**config.mk**
```make
export PLATFORM = sky130hd
export DESIGN_NAME = key_event_gen
export DESIGN_NICKNAME = d
export VERILOG_FILES = /design/src/rtl/kitchen_key_pkg.sv /design/src/rtl/key_prio_enc.sv /design/src/rtl/key_event_gen.sv
export SDC_FILE = /design/constraint.sdc
export NUM_CORES = 1
export LEC_CHECK = 0
export CAP_MARGIN = 20
export CELL_PAD_IN_SITES_DETAIL_PLACEMENT = 2
export CELL_PAD_IN_SITES_GLOBAL_PLACEMENT = 2
export CORE_MARGIN = 2
export CORE_UTILIZATION = 36
export CTS_CLUSTER_DIAMETER = 150
export CTS_CLUSTER_SIZE = 28
export DETAILED_ROUTE_END_ITERATION = 10
export DONT_BUFFER_PORTS = 1
export PLACE_DENSITY = 0.72
export SETUP_SLACK_MARGIN = 0.1
export SLEW_MARGIN = 5
export SYNTH_ARGS = -nofsm -noshare
export SYNTH_HDL_FRONTEND = slang
export SYNTH_SLANG_ARGS = --single-unit
```
**constraint.sdc**
```tcl
create_clock -name clk -period 2.2 [get_ports clk]
set_input_delay 0.22 -clock clk [delete_from_list [all_inputs] [get_ports clk]]
set_output_delay 0.22 -clock clk [all_outputs]
set_load 0.005 [all_outputs]
```
**src/rtl/kitchen_key_pkg.sv**
```systemverilog
// rtl/kitchen_key_pkg.sv - shared key indices, event encodings and FSM states
//
// Purpose: common definitions for the kitchen hood key path.
//   KEY_T1..KEY_TG : bit index of each key line on key_lines
//   evt_type_t     : event type code presented on evt_type
//   key_state_t    : per-press tracking FSM states
//   max3()         : helper used to size the shared hold counter
package kitchen_key_pkg;

    localparam int unsigned KEY_ID_W = 4;

    localparam logic [KEY_ID_W-1:0] KEY_T1 = 4'd0;
    localparam logic [KEY_ID_W-1:0] KEY_T2 = 4'd1;
    localparam logic [KEY_ID_W-1:0] KEY_T3 = 4'd2;
    localparam logic [KEY_ID_W-1:0] KEY_TC = 4'd3;
    localparam logic [KEY_ID_W-1:0] KEY_TM = 4'd4;
    localparam logic [KEY_ID_W-1:0] KEY_TQ = 4'd5;
    localparam logic [KEY_ID_W-1:0] KEY_TA = 4'd6;
    localparam logic [KEY_ID_W-1:0] KEY_TW = 4'd7;
    localparam logic [KEY_ID_W-1:0] KEY_TS = 4'd8;
    localparam logic [KEY_ID_W-1:0] KEY_TE = 4'd9;
    localparam logic [KEY_ID_W-1:0] KEY_TD = 4'd10;
    localparam logic [KEY_ID_W-1:0] KEY_TT = 4'd11;
    localparam logic [KEY_ID_W-1:0] KEY_TG = 4'd12;

    typedef enum logic [1:0] {
        EVT_PRESS  = 2'b00,
        EVT_LONG   = 2'b01,
        EVT_REPEAT = 2'b10
    } evt_type_t;

    typedef enum logic [1:0] {
        ST_IDLE      = 2'b00,
        ST_DEBOUNCE  = 2'b01,
        ST_HELD      = 2'b10,
        ST_LONG_HELD = 2'b11
    } key_state_t;

    function automatic int unsigned max3(input int unsigned a,
                                         input int unsigned b,
                                         input int unsigned c);
        int unsigned m;
        m = (a > b) ? a : b;
        return (m > c) ? m : c;
    endfunction

endpackage

```
**src/rtl/key_prio_enc.sv**
```systemverilog
// rtl/key_prio_enc.sv - lowest-index-wins priority encoder for key lines
//
// Ports:
//   key_q   in  NUM_KEYS  registered key lines
//   cur_any out 1         at least one line is high
//   cur_id  out ID_W      index of the lowest high line (0 when none)
module key_prio_enc
    import kitchen_key_pkg::*;
#(
    parameter int unsigned NUM_KEYS = 13,
    parameter int unsigned ID_W     = KEY_ID_W
) (
    input  logic [NUM_KEYS-1:0] key_q,
    output logic                cur_any,
    output logic [ID_W-1:0]     cur_id
);

    // Scan from the top down so the lowest set index is the last write.
    always_comb begin
        cur_any = 1'b0;
        cur_id  = '0;
        for (int i = NUM_KEYS - 1; i >= 0; i--) begin
            if (key_q[i]) begin
                cur_any = 1'b1;
                cur_id  = ID_W'(i);
            end
        end
    end

endmodule

```
**src/rtl/key_event_gen.sv**
```systemverilog
// rtl/key_event_gen.sv - debounced PRESS/LONG(/REPEAT) key event generator
//
// Turns lingering level key lines from the scan-code decoder into
// exactly-once events for the hood control FSM. One key is tracked at a
// time; the lowest-index high line wins.
// Build option: define KEY_REPEAT_EN to emit REPEAT events while a key
// stays held after LONG.
//
// Ports:
//   clk        in  1         system clock
//   rstn       in  1         asynchronous active-low reset
//   key_lines  in  NUM_KEYS  level key lines (t1,t2,t3,tc,tm,tq,ta,tw,ts,te,td,tt,tg)
//   evt_valid  out 1         event register holds an event
//   evt_ready  in  1         consumer accepts the event
//   evt_id     out 4         key index of the event
//   evt_type   out 2         00 PRESS, 01 LONG, 10 REPEAT
//   key_down   out 1         a debounced key is currently held
//   ovf        out 1         sticky: an event was dropped
//   ovf_clr    in  1         synchronous clear of ovf
module key_event_gen
    import kitchen_key_pkg::*;
#(
    parameter int unsigned NUM_KEYS      = 13,
    parameter int unsigned DEB_CYCLES    = 100000,
    parameter int unsigned LONG_CYCLES   = 100000000,
    parameter int unsigned REPEAT_CYCLES = 20000000
) (
    input  logic                clk,
    input  logic                rstn,
    input  logic [NUM_KEYS-1:0] key_lines,
    output logic                evt_valid,
    input  logic                evt_ready,
    output logic [KEY_ID_W-1:0] evt_id,
    output logic [1:0]          evt_type,
    output logic                key_down,
    output logic                ovf,
    input  logic                ovf_clr
);

    localparam int unsigned CNT_MAX = max3(DEB_CYCLES, LONG_CYCLES, REPEAT_CYCLES);
    localparam int unsigned CNT_W   = (CNT_MAX > 2) ? $clog2(CNT_MAX) : 1;

    localparam logic [CNT_W-1:0] DEB_LAST  = CNT_W'(DEB_CYCLES - 1);
    localparam logic [CNT_W-1:0] LONG_LAST = CNT_W'(LONG_CYCLES - 1);
    localparam logic [CNT_W-1:0] CNT_SAT   = '1;
`ifdef KEY_REPEAT_EN
    localparam logic [CNT_W-1:0] REPEAT_LAST = CNT_W'(REPEAT_CYCLES - 1);
`endif

    logic [NUM_KEYS-1:0] key_q;
    logic                cur_any;
    logic [KEY_ID_W-1:0] cur_id;

    key_state_t          state, state_d;
    logic [CNT_W-1:0]    cnt, cnt_d, cnt_inc;
    logic [KEY_ID_W-1:0] cap_id, cap_id_d;
    logic                same_key;
    logic                post;
    evt_type_t           post_type;
    logic                drop;

    // Single register stage; the decoder output is already synchronous.
    always_ff @(posedge clk or negedge rstn) begin
        if (!rstn) begin
            key_q <= '0;
        end else begin
            key_q <= key_lines;
        end
    end

    key_prio_enc #(
        .NUM_KEYS (NUM_KEYS),
        .ID_W     (KEY_ID_W)
    ) u_prio_enc (
        .key_q   (key_q),
        .cur_any (cur_any),
        .cur_id  (cur_id)
    );

    // Any release or change of winning key aborts the current press.
    assign same_key = cur_any && (cur_id == cap_id);
    assign cnt_inc  = (cnt == CNT_SAT) ? cnt : cnt + 1'b1;

    always_ff @(posedge clk or negedge rstn) begin
        if (!rstn) begin
            state  <= ST_IDLE;
            cnt    <= '0;
            cap_id <= '0;
        end else begin
            state  <= state_d;
            cnt    <= cnt_d;
            cap_id <= cap_id_d;
        end
    end

    always_comb begin
        state_d   = state;
        cnt_d     = cnt;
        cap_id_d  = cap_id;
        post      = 1'b0;
        post_type = EVT_PRESS;
        case (state)
            ST_IDLE: begin
                if (cur_any) begin
                    cap_id_d = cur_id;
                    cnt_d    = '0;
                    state_d  = ST_DEBOUNCE;
                end
            end
            ST_DEBOUNCE: begin
                if (!same_key) begin
                    state_d = ST_IDLE;
                end else if (cnt == DEB_LAST) begin
                    post      = 1'b1;
                    post_type = EVT_PRESS;
                    cnt_d     = '0;
                    state_d   = ST_HELD;
                end else begin
                    cnt_d = cnt_inc;
                end
            end
            ST_HELD: begin
                if (!same_key) begin
                    state_d = ST_IDLE;
                end else if (cnt == LONG_LAST) begin
                    post      = 1'b1;
                    post_type = EVT_LONG;
                    cnt_d     = '0;
                    state_d   = ST_LONG_HELD;
                end else begin
                    cnt_d = cnt_inc;
                end
            end
            ST_LONG_HELD: begin
                if (!same_key) begin
                    state_d = ST_IDLE;
                end
`ifdef KEY_REPEAT_EN
                else if (cnt == REPEAT_LAST) begin
                    post      = 1'b1;
                    post_type = EVT_REPEAT;
                    cnt_d     = '0;
                end else begin
                    cnt_d = cnt_inc;
                end
`endif
            end
            default: begin
                state_d = ST_IDLE;
            end
        endcase
    end

    // A post only replaces the held event when the slot is free or being
    // accepted this very cycle; otherwise it is lost and flagged.
    assign drop = post && evt_valid && !evt_ready;

    always_ff @(posedge clk or negedge rstn) begin
        if (!rstn) begin
            evt_valid <= 1'b0;
            evt_id    <= '0;
            evt_type  <= 2'b00;
        end else if (post) begin
            if (!evt_valid || evt_ready) begin
                evt_valid <= 1'b1;
                evt_id    <= cap_id;
                evt_type  <= post_type;
            end
        end else if (evt_valid && evt_ready) begin
            evt_valid <= 1'b0;
        end
    end

    // Drop has priority over a simultaneous clear.
    always_ff @(posedge clk or negedge rstn) begin
        if (!rstn) begin
            ovf <= 1'b0;
        end else if (drop) begin
            ovf <= 1'b1;
        end else if (ovf_clr) begin
            ovf <= 1'b0;
        end
    end

    assign key_down = (state == ST_HELD) || (state == ST_LONG_HELD);

endmodule

```
==> flow_summary.ini <==
[status]
status = complete, but fails checks
violations = negative setup slack

[synthesis]
ys_types = 54
synth_warnings = 0
syn_area_per_cell_um2 = 9.32
syn-num-nets = 342
synth_common_cells = 53 x dfrtp_1, 27 x nand2_1, 25 x o31ai_1
synth_largest_area_cell = dfrtp_1
synth_seq_area_share_pct = 44.5
ys_top_cells_by_area = dfrtp_1 44%, o31ai_1 6.3%, nand2_1 3.4%
synth_area_mm2 = 0.00298
synth-edff-count = 0
ys_ff_latch = 53
synth_top_area_share_pct = 44.5
syn_inst = 320
synth.most_common_cell = dfrtp_1
async_flop_share_pct = 100
yosys_most_used_dff = dfrtp_1

[clocking]
clk_pin_slew_ps = 120
clockBufferDepth = 2
cts_buffers = 5
clk_latency_ps = 340
cts_root_buf = clkbuf_8
cts_tree = built
htreeDepth = 2
clock_sinks = 53

[drt]
vias_per_cell = 6.68
drc = 0
wl_um = 18700
first_pass_iters = 5
first_iter_violations = 280
vias = 3559
wl_per_cell_um = 35.0
postRouteAntennaNets = 0

[grt]
track_usage_pct = 34.6
grt_pass1_vias = 3702
grt_pass1_wl_um = 22600
antenna_found_initial = 1
grt_max_degree = 54
overflow = 0

[timing]
hold_viol = 0
slew_viol_final = 0
final.setup.worst_slack_ps = -643
post-route-period-util_pct = 129
maxSlewHeadroom_pct = 58.4
rsz0062_at_grt = yes
setup_viol = 36
fmax_ghz = 0.352
min_period_ps = 2840
clock_skew_ps = 16.9
worst_pin_slew_ps = 618

[critical_path]
reg2regPathDepth = 8
r2r_slack_ps = -640
critPathLaunchType = flop
startpoint = cnt[17]$_DFFE_PN0P_
cp_slowest_stage_delay_ps = 620
end_kind = flop
crit_fanout = 5
r2r_end = evt_id[3]$_DFFE_PN0P_
timing.rr.start = cnt[17]$_DFFE_PN0P_
path_cells = nor4bb_2 > buf_4 > nand4_1 > nor4_1 > a21o_1 > nand2_2 > or3_4 > mux2_2
setup.worst_path.end = evt_id[3]$_DFFE_PN0P_
cp.required_ps = 2430
path_class = flop to flop
worst_ep_arrival_time_ps = 3080
slowest_stage = nor4_1

[final_layout]
multi_input_area_mm2 = 0.00201
design_area_mm2 = 0.00471
drive_gt1_share_pct = 45.9
seq_area_mm2 = 0.00133
nets = 448
fill_cells = 797
syn_to_final_growth_pct = 58.0

[power]
vdd_ir_drop_max_mv = 0.549
switching_power_uw = 1920
power_frac_clock_pct = 19.0
seq_power_share_pct = 26.2
power_uw = 4450
sw_frac_of_total_pct = 43.1
p_leak_uw = 0.00206
combPwrFrac_pct = 54.8
p_int_uw = 2530
power_density_mw_per_mm2 = 945

[floorplanning]
die_width_um = 95.0
rows = 33
die_y_um = 95.0
start_util_pct = 36.7
dieArea_mm2 = 0.00903
core_mm2 = 0.00813
ios = 26

[worst_hold_path]
holdCritPathClass = input pin to flop

[place]
port_buffers = 0
hpwl_um = 8310
place_congestion = 0.864
postPlaceCellArea_mm2 = 0.00367
preCtsSetupSlack_ps = -482

[flow_run]
max_cap_violations = 0
worst max-delay path, delay by kind of cell (launching register included):
family	cells	cell delay, ps
and+or+nand+nor	5	1570
buffers and inverters	1	180
AOI/OAI and AO/OA	1	230
muxes	1	310
DFF	1	460
metal layers:
metal | track usage (%) | routed length [um]
met1 | 40.2 | 7230
met2 | 61.5 | 9070
met3 | 5.19 | 1310
met4 | 17.8 | 1060
met5 | 0 | 0
placed cells by master (no fill, tap or decap), types with 7 or more instances in the layout:
cell	Yosys	layout
nor2_1	19	15
dfrtp_1	53	52
inv_1	9	9
nand3_1	13	12
o31ai_1	25	11
nand4_1	9	9
o31ai_2	0	11
buf_6	2	13
o21ai_1	4	11
buf_4	3	86
o41ai_2	0	7
nand2_1	27	22
a21oi_1	13	8
dlygate4sd3_1	0	14
flip-flops by register name, indices dropped and copies added, names as in the netlist:
register and cells:
cnt 27, key_q 13, cap_id 4, evt_id 4, state 2, evt_type 1, evt_valid 1, ovf 1
worst min path at each step:
| stage | depth (start not counted) | end | start | slack [ps] |
|---|---|---|---|---|
| global placement | 0 | cap_id[0]$_DFFE_PN0P_ | rstn | -70 |
| finish | 2 | ovf$_DFFE_PN0P_ | ovf_clr | 70 |
| floorplan | 0 | cap_id[0]$_DFFE_PN0P_ | rstn | -80 |
| global route | 2 | ovf$_DFFE_PN0P_ | ovf_clr | 90 |
| detailed placement | 0 | cap_id[0]$_DFFE_PN0P_ | rstn | -70 |
| CTS | 2 | ovf$_DFFE_PN0P_ | ovf_clr | 80 |
through the flow:
stage | setup TNS [ps] | instances | hold WS (ps) | utilization, %
finish | -18230 | 533 | 70.7 | 57.9
detailed placement | -13730 | 485 | -74.1 | 45.2
floorplan | -507 | 320 | -75.6 | -
global route | -18970 | 532 | 85.7 | 57.9
global placement | -8850 | 485 | -74.5 | 45.2
CTS | -7060 | 516 | 84.0 | 52.8
power groups by stage:
stage	clock, uW	sequential (uW)	combinational, uW
final	848	1160	2440
after global routing	885	1170	2480
after CTS	826	1130	1640
after detailed placement	0	1150	1280
after global placement	0	1140	1210
after floorplan	0	1130	799
area by class of cell:
class                           instances  share of cell area, %
Antenna cell                            1                 0.0531
Sequential cell                        53                   28.2
Clock inverter                          3                   1.38
Inverter                                9                  0.717
Clock buffer                            5                   1.46
Tap cell                              105                   2.79
Timing Repair Buffer                  119                   22.7
Multi-Input combinational cell        238                   42.7
cell families (layout without fill, tap and decap cells):
logic type,Yosys count,after routing,share of synthesized area [%]
adders and majority gates,5,5,2.10
AOI/OAI and AO/OA,99,99,23.1
other,1,2,0.126
and+or+nand+nor,127,127,23.2
DFF,53,53,44.5
muxes,6,6,2.22
buffers and inverters,29,136,4.74
repair_timing:
action / in CTS / in global routing
endpoints found under the setup margin: 38 / 38
resized for setup: 55 / 53
pin swaps: 18 / 23
hold buffers: 15 / 0
gates cloned: 0 / 3
endpoints found under the hold margin: 66 / 0
setup buffers: 9 / 13
Note: power is estimated with default switching activity, not from simulation.
